==> config.mk <==
export PLATFORM = sky130hd
export DESIGN_NAME = divu_seq_flat
export DESIGN_NICKNAME = d
export VERILOG_FILES = /design/src/rtl/divu_if.sv /design/src/rtl/divu_seq.sv /design/src/flat_wrapper.sv
export SDC_FILE = /design/constraint.sdc
export NUM_CORES = 1
export LEC_CHECK = 0
export BUFFER_PORTS_ARGS = -buffer_cell sky130_fd_sc_hd__buf_2
export CORE_AREA = 4 4 140 142
export DETAILED_ROUTE_END_ITERATION = 7
export DIE_AREA = 0 0 144 146
export PLACE_DENSITY_LB_ADDON = 0.12
export SETUP_SLACK_MARGIN = 0.02
export SYNTH_ARGS = -nofsm -noshare
export SYNTH_HDL_FRONTEND = slang
export SYNTH_SLANG_ARGS = --single-unit
export TNS_END_PERCENT = 50
==> constraint.sdc <==
create_clock -name clk -period 2.6 [get_ports clk]
set_input_delay 0.26 -clock clk [delete_from_list [all_inputs] [get_ports clk]]
set_output_delay 0.26 -clock clk [all_outputs]
set_load 0.05 [all_outputs]
==> src/rtl/divu_if.sv <==
// Handshake and data bundle between the execute stage and the unsigned divider.
interface divu_if #(
   parameter int WIDTH = 32
);
   logic               start;
   logic [WIDTH-1:0]   a;
   logic [WIDTH-1:0]   b;
   logic               busy;
   logic               done;
   logic               dz;
   logic [2*WIDTH-1:0] z;

   // Execute stage side: issues operands, watches the handshake and result.
   modport master (
      output start, a, b,
      input  busy, done, dz, z
   );

   // Divider side.
   modport slave (
      input  start, a, b,
      output busy, done, dz, z
   );
endinterface

==> src/rtl/divu_seq.sv <==
// Iterative restoring unsigned divider for DIVU: one quotient bit per clock,
// result packed as {remainder, quotient} to match the HI:LO layout of the multiplier.
module divu_seq #(
   parameter int WIDTH = 32
) (
   input  logic   clk,
   input  logic   rst,
   divu_if.slave  bus
);

   localparam int CNT_W = $clog2(WIDTH + 1);
   localparam logic [CNT_W-1:0] LAST_ITER = CNT_W'(WIDTH - 1);

   typedef enum logic [1:0] {IDLE, RUN, DONE} state_t;

   state_t               state;
   logic [WIDTH-1:0]     b_reg;
   logic [WIDTH-1:0]     rem;
   logic [WIDTH-1:0]     quo;
   logic [CNT_W-1:0]     cnt;
   logic                 busy_r;
   logic                 done_r;
   logic                 dz_r;
   logic [2*WIDTH-1:0]   z_r;
   logic [2*WIDTH-1:0]   step;

   // One restoring step. The trial value is WIDTH+1 bits so a divisor with its
   // top bit set still compares correctly against a shifted-in carry.
   function automatic logic [2*WIDTH-1:0] div_step(
      input logic [WIDTH-1:0] r,
      input logic [WIDTH-1:0] q,
      input logic [WIDTH-1:0] d
   );
      logic [WIDTH:0] t;
      logic [WIDTH:0] diff;
      t    = {r, q[WIDTH-1]};
      diff = t - {1'b0, d};
      if (t >= {1'b0, d})
         return {diff[WIDTH-1:0], q[WIDTH-2:0], 1'b1};
      else
         return {t[WIDTH-1:0], q[WIDTH-2:0], 1'b0};
   endfunction

   assign step = div_step(rem, quo, b_reg);

   // Control FSM and datapath: accept in IDLE/DONE, iterate WIDTH times in RUN,
   // register the packed result and divide-by-zero flag on the final step.
   always_ff @(posedge clk) begin
      if (rst) begin
         state  <= IDLE;
         b_reg  <= '0;
         rem    <= '0;
         quo    <= '0;
         cnt    <= '0;
         busy_r <= 1'b0;
         done_r <= 1'b0;
         dz_r   <= 1'b0;
         z_r    <= '0;
      end else begin
         case (state)
            IDLE, DONE: begin
               done_r <= 1'b0;
               if (bus.start) begin
                  b_reg  <= bus.b;
                  rem    <= '0;
                  quo    <= bus.a;
                  cnt    <= '0;
                  busy_r <= 1'b1;
                  state  <= RUN;
               end else begin
                  state  <= IDLE;
               end
            end
            RUN: begin
               // start is deliberately ignored here; requests are not queued.
               rem <= step[2*WIDTH-1:WIDTH];
               quo <= step[WIDTH-1:0];
               cnt <= cnt + 1'b1;
               if (cnt == LAST_ITER) begin
                  z_r    <= step;
                  dz_r   <= (b_reg == '0);
                  busy_r <= 1'b0;
                  done_r <= 1'b1;
                  state  <= DONE;
               end
            end
            default: begin
               busy_r <= 1'b0;
               done_r <= 1'b0;
               state  <= IDLE;
            end
         endcase
      end
   end

   assign bus.busy = busy_r;
   assign bus.done = done_r;
   assign bus.dz   = dz_r;
   assign bus.z    = z_r;

endmodule

==> src/flat_wrapper.sv <==
// flat-port wrapper written by rule: the top's interface ports become plain ports
module divu_seq_flat 
#(
   parameter int WIDTH = 32
)
  (clk, rst, bus_start, bus_a, bus_b, bus_busy, bus_done, bus_dz, bus_z);
  divu_if #(.WIDTH(WIDTH)) bus_i ();
  input  logic clk;
  input  logic rst;
  input wire logic [$bits(bus_i.start)-1:0] bus_start;
  input wire logic [$bits(bus_i.a)-1:0] bus_a;
  input wire logic [$bits(bus_i.b)-1:0] bus_b;
  output wire logic [$bits(bus_i.busy)-1:0] bus_busy;
  output wire logic [$bits(bus_i.done)-1:0] bus_done;
  output wire logic [$bits(bus_i.dz)-1:0] bus_dz;
  output wire logic [$bits(bus_i.z)-1:0] bus_z;
  assign bus_i.start = bus_start;
  assign bus_i.a = bus_a;
  assign bus_i.b = bus_b;
  assign bus_busy = bus_i.busy;
  assign bus_done = bus_i.done;
  assign bus_dz = bus_i.dz;
  assign bus_z = bus_i.z;
  divu_seq #(.WIDTH(WIDTH)) u_core (.clk(clk), .rst(rst), .bus(bus_i));
endmodule
* Yosys cells after proc, flatten, opt, wreduce, memory -nomap -nowiden *
Index checks and enable logic that the tools add are counted.

storage, ports and cells
  bits in registers = 171
  input bits = 67

operators by class
  bitwise gates (word level) = 1
  reduce and logical (&&, ||, !) cells = 9
  $add $sub $neg = 2
  equal/unequal tests = 5
  order comparisons = 1
  mux-type cells = 13

operators with widths
  cell                                                                      count
  32-bit one-hot mux with 2 select lines                                    2
  32-bit two-way mux                                                        2
  64-bit two-way mux                                                        1
  33-bit by 32-bit greater-or-equal comparator with 1-bit output            1
  32-bit zero test                                                          1
  32-bit subtractor                                                         1
  6-bit one-hot mux with 2 select lines                                     1
  2-bit AND reduction                                                       4
  6-bit by 1-bit adder with 6-bit output (second input constant)            1
  6-bit by 5-bit == test with 1-bit output (second input constant)          1
  6-bit two-way mux                                                         1
  2-bit one-hot mux with 2 select lines                                     1
  2-bit OR reduction                                                        2
  1-bit two-way mux                                                         3
  2-bit by 1-bit == test with 1-bit output (second input constant)          1
  2-bit == test (second input constant)                                     1
  2-bit zero test                                                           1
  2-bit two-way mux                                                         1
  2-bit by 1-bit inequality test with 1-bit output (second input constant)  1
  2-bit inequality test (second input constant)                             1
  1-bit one-hot mux with 2 select lines                                     1
  2-bit nonzero test                                                        1
  1-bit NOT                                                                 1

* Logic depth before layout (Yosys ltp) *
  word-level depth = 4
  gate-level depth with buffers = 14
  gate-level depth less buffers = 13

* Least setup slack after synthesis *
No wires, ideal clock.

  kind = register to register
  from = reg u_core.b_reg[16]
  to = reg u_core.z_r[56], in the netlist u_core.bus.z[56]
  data arrival time = 2.669 ns
  buffers on the path = 3
  library setup time = 0.132 ns
  period minus slack after synthesis = 2.801 ns
  path slack = -0.201 ns
  required time = 2.468 ns
  cell stages (with the launch flop) = 14
  path through = dfxtp_1 > inv_1 > ha_1 > buf_2 > and4_1 > nand3_1 > or3_1 > o311a_1 > a31oi_4 > or4_1 > buf_6 > buf_12 > mux2i_1 > a21oi_1

between the ends
  longest elaborated chain between the ends = 2

RTL lines
  item                                                                                                        RTL line                        source
  from (decl)                                                                                                 divu_seq.sv:17                  logic [WIDTH-1:0] b_reg;
  from (signal assigned)                                                                                      divu_seq.sv:64                  b_reg <= bus.b;
  32-bit subtractor / 33-bit by 32-bit greater-or-equal comparator with 1-bit output (equally long branches)  divu_seq.sv:37, divu_seq.sv:38
  64-bit two-way mux (*)                                                                                      divu_seq.sv:38                  if (t >= {1'b0, d})
  to (signal assigned)                                                                                        divu_seq.sv:80                  z_r <= step;
  to (decl)                                                                                                   divu_seq.sv:24                  logic [2*WIDTH-1:0] z_r;

Every way passes the cells marked *; elsewhere a longest branch is shown, timed or not.
A chain may end at the register's enable or synchronous reset.

* Worst setup path after layout *
  from = reg u_core.b_reg[1]
  to = reg u_core.z_r[58], in the netlist u_core.bus.z[58]

The elaborated chain is that of the path after synthesis.

==> flow_summary.yaml <==
run_status:
  status: "finished with violations"
  violations: "negative setup slack"
place:
  dpl.hpwl_um: 17970
  placed_area_mm2: 0.01014
  port_buffers: 133
  gp_congestion: 0.8819
clocking:
  clk_root_buffer_cell: "clkbuf_16"
  cts-htree-levels: 4
  cts_buffers: 17
  cts_num_sinks: 171
  clockBufferDepth: 2
  ctsHoldBuffers: 0
  cts_tree: "done"
  clk_latency_ns: 0.44
  path_clk_slew_ns: 0.08
synthesis:
  synth_fp_nets: 1144
  ys_seq_elements: 171
  synth_edf_count: 0
  ys_seq_area_share_pct: 42.03
  yosysTopAreaCellShare_pct: 42.03
  synth_top_family_by_area: "compound AO/OA/AOI/OAI gates"
  synth_top_area_cell: "dfxtp_1"
  ys.flop_type: "dfxtp_1"
  synthAdderAreaFrac_pct: 5.315
  synth.avg_cell_area_um2: 7.810
  synth_xor_area_share_pct: 3.011
  ys_warn_count: 0
  async_flop_share_pct: 0
  yosys.cell_types.count: 57
  yosys.area_share.simple_pct: 19.17
  synth_compound_area_share_pct: 23.63
  synthTopCellsByArea: "dfxtp_1 (42%), nand2_1 (11%), a21oi_1 (10%)"
  netlist_area_mm2: 0.008145
  synthMuxAreaShare_pct: 1.475
  syn_inst: 1043
  synth.most_common_cell: "nand2_1"
  synthTopCellsByCount: "nand2_1 (241), dfxtp_1 (171), a21oi_1 (164)"
worst_setup_path:
  critical_path_buf_inv_count: 3
  cp_cell_sequence: "inv_2 > ha_4 > nor2b_4 > o2111a_1 > o211a_1 > o211ai_1 > buf_4 > a31oi_4 > or4_4 > buf_16 > o211ai_1 > a21oi_1"
  cp_slowest_cell: "or4_4"
  worst-setup-path-type: "flip-flop to flip-flop"
  cp.required_ns: 2.88
  cp_top_family: "compound AO/OA/AOI/OAI gates"
  startpoint_type: "flip-flop"
  ff2ff_path_depth: 12
  arrival_ns: 3.03
  rr_startpoint: "u_core.b_reg[1]"
  r2r_slack_ns: -0.16
  crit_fanout: 7
  cp-end-kind: "flip-flop"
  cpPeakStageDelay_ns: 0.51
  cp_common_cell: "o211ai_1"
  rr_endpoint: "u_core.bus.z[58]"
cells_and_area:
  final_area_mm2: 0.01143
  drive_gt1_share_pct: 34.81
  antenna_cells: 0
  area_delta_synth_final_pct: 40.28
  fin_util_pct: 61.91
  fillers: 1677
  largest_reg_flops: 64
  nNetsFinal: 1395
sta:
  fin_crit_sh_pct: 106.0
  setup_ws_ns: -0.1560
  worstMarginPinSlew_ns: 1.158
  finalMaxSlewViolations: 0
  skew_ns: 0.01301
  rsz0062_at_grt: "yes"
  hold_violations: 0
  max-slew-margin-rel_pct: 22.53
  hold_slack_ns: 0.04598
  setup_viol: 56
  max_freq_mhz: 362.8
  final.min_clock_period_ns: 2.756
floorplanning:
  ioPinCount: 134
  start_util_pct: 44.14
  num_rows: 50
  die-area_mm2: 0.02102
  die_y_um: 146
  core-area_mm2: 0.01846
  die_x_um: 144
route:
  avgViaCountPerCell: 5.286
  post_drt_wl_per_cell_um: 16.21
  vias: 8146
  drt_wl_total_um: 24980
  drc: 0
  dr.first_iter.drc_count: 418
  first_pass_iters: 5
  ant_nets: 0
power:
  total_leakage_power_nw: 4.885
  totalPowerFinal_mw: 12.41
  p_per_area_mw_per_mm2: 1086
  peakVddDrop_uv: 727.9
worst_hold_path:
  hold-path-cell-count: 3
  min_to: "u_core.b_reg[14]"
  min_from: "bus_b[14]"
  hold_class: "input pin to flip-flop"
global_routing:
  grt_pass1_wl_um: 40700
  grt_max_degree: 87
  overflow: 0
  track_usage_pct: 23.97
  antenna_found_initial: 0
  grt_pass1_vias: 8012
job:
  cap_violations: 0
## stage by stage
stage,TNS [ns],std cells,worst slack (ns)
after floorplan,-3.998,1043,-0.1434
after CTS,-4.543,1537,-0.1573
after global routing,-11.39,1541,-0.2571
after global placement,-8.226,1495,-0.2166
after detailed placement,-12.55,1495,-0.2602
final,-3.336,1541,-0.1560
## worst max-delay path by stage
stage                     start          endpoint  slack [ns]  depth (start not counted)
2_1_floorplan  u_core.b_reg[20]  u_core.bus.z[61]       -0.14                         13
3_3_place_gp   u_core.b_reg[15]  u_core.bus.z[53]       -0.22                         13
3_5_place_dp    u_core.b_reg[1]  u_core.bus.z[40]       -0.26                         11
4_1_cts         u_core.b_reg[1]  u_core.bus.z[53]       -0.16                         15
5_1_grt         u_core.b_reg[1]  u_core.bus.z[58]       -0.26                         12
6_report        u_core.b_reg[1]  u_core.bus.z[58]       -0.16                         12
## routing by layer
layer | share of wire (%) | GRT usage [%] | vias to the layer above | wire length (um)
li1 | - | - | 4138 | -
met1 | 44 | 29.78 | 3787 | 10950
met2 | 49 | 40.13 | 181 | 12200
met3 | 5.0 | 6.507 | 40 | 1245
met4 | 2.3 | 7.627 | 0 | 573
met5 | 0 | 0 | - | 0
## kinds of logic after synthesis
family | count (synthesis)
XOR/XNOR | 28
flip-flops | 171
AND/OR/NAND/NOR | 360
buffers and inverters | 106
multiplexers | 12
AO/OA/AOI/OAI | 332
adder cells (fa/ha/maj) | 34
## layout by cell type (no fill, tap or decap), types with 16 or more instances in the layout
| master | netlist | final |
|---|---|---|
| a21oi_1 | 164 | 144 |
| a21oi_2 | 0 | 19 |
| xor2_1 | 18 | 16 |
| a22oi_1 | 31 | 31 |
| buf_2 | 7 | 132 |
| o21ai_0 | 38 | 32 |
| clkbuf_16 | 0 | 17 |
| o21ai_1 | 44 | 45 |
| nor2_1 | 41 | 36 |
| nand2_1 | 241 | 238 |
| buf_4 | 0 | 154 |
| inv_1 | 39 | 32 |
| ha_4 | 0 | 20 |
| dfxtp_1 | 171 | 153 |
| dfxtp_2 | 0 | 18 |
## power by group
part | switching [mW] | internal [mW] | total [mW]
Combinational | 3.38 | 3.43 | 6.81
Clock | 1.28 | 1.33 | 2.61
Sequential | 0.185 | 2.81 | 2.99
## repair_timing
| action | 4_1_cts | 5_1_grt |
|---|---|---|
| resized for setup | 88 | 35 |
| buffers inserted | 9 | 4 |
| setup endpoints to repair | 66 | 66 |
| pin swaps | 28 | 15 |
| gates cloned | 1 | 0 |
## layout make-up
cell class	count	area, um^2	area share [%]
inverters	39	146.4	1.281
repair buffers	299	2001	17.51
flip-flops and latches	171	3446	30.16
multi-input cells	766	4930	43.14
clock buffers	18	439.2	3.844
clock inverters	14	171.4	1.500
well taps	234	292.8	2.562
## tightest hold or removal path: cells and delay by family
kind,cells,cell delay [ns]
buffers and inverters,1,0.10
AOI/OAI and AO/OA,1,0.05
and+or+nand+nor,1,0.04
(Power assumes the default switching activity.)
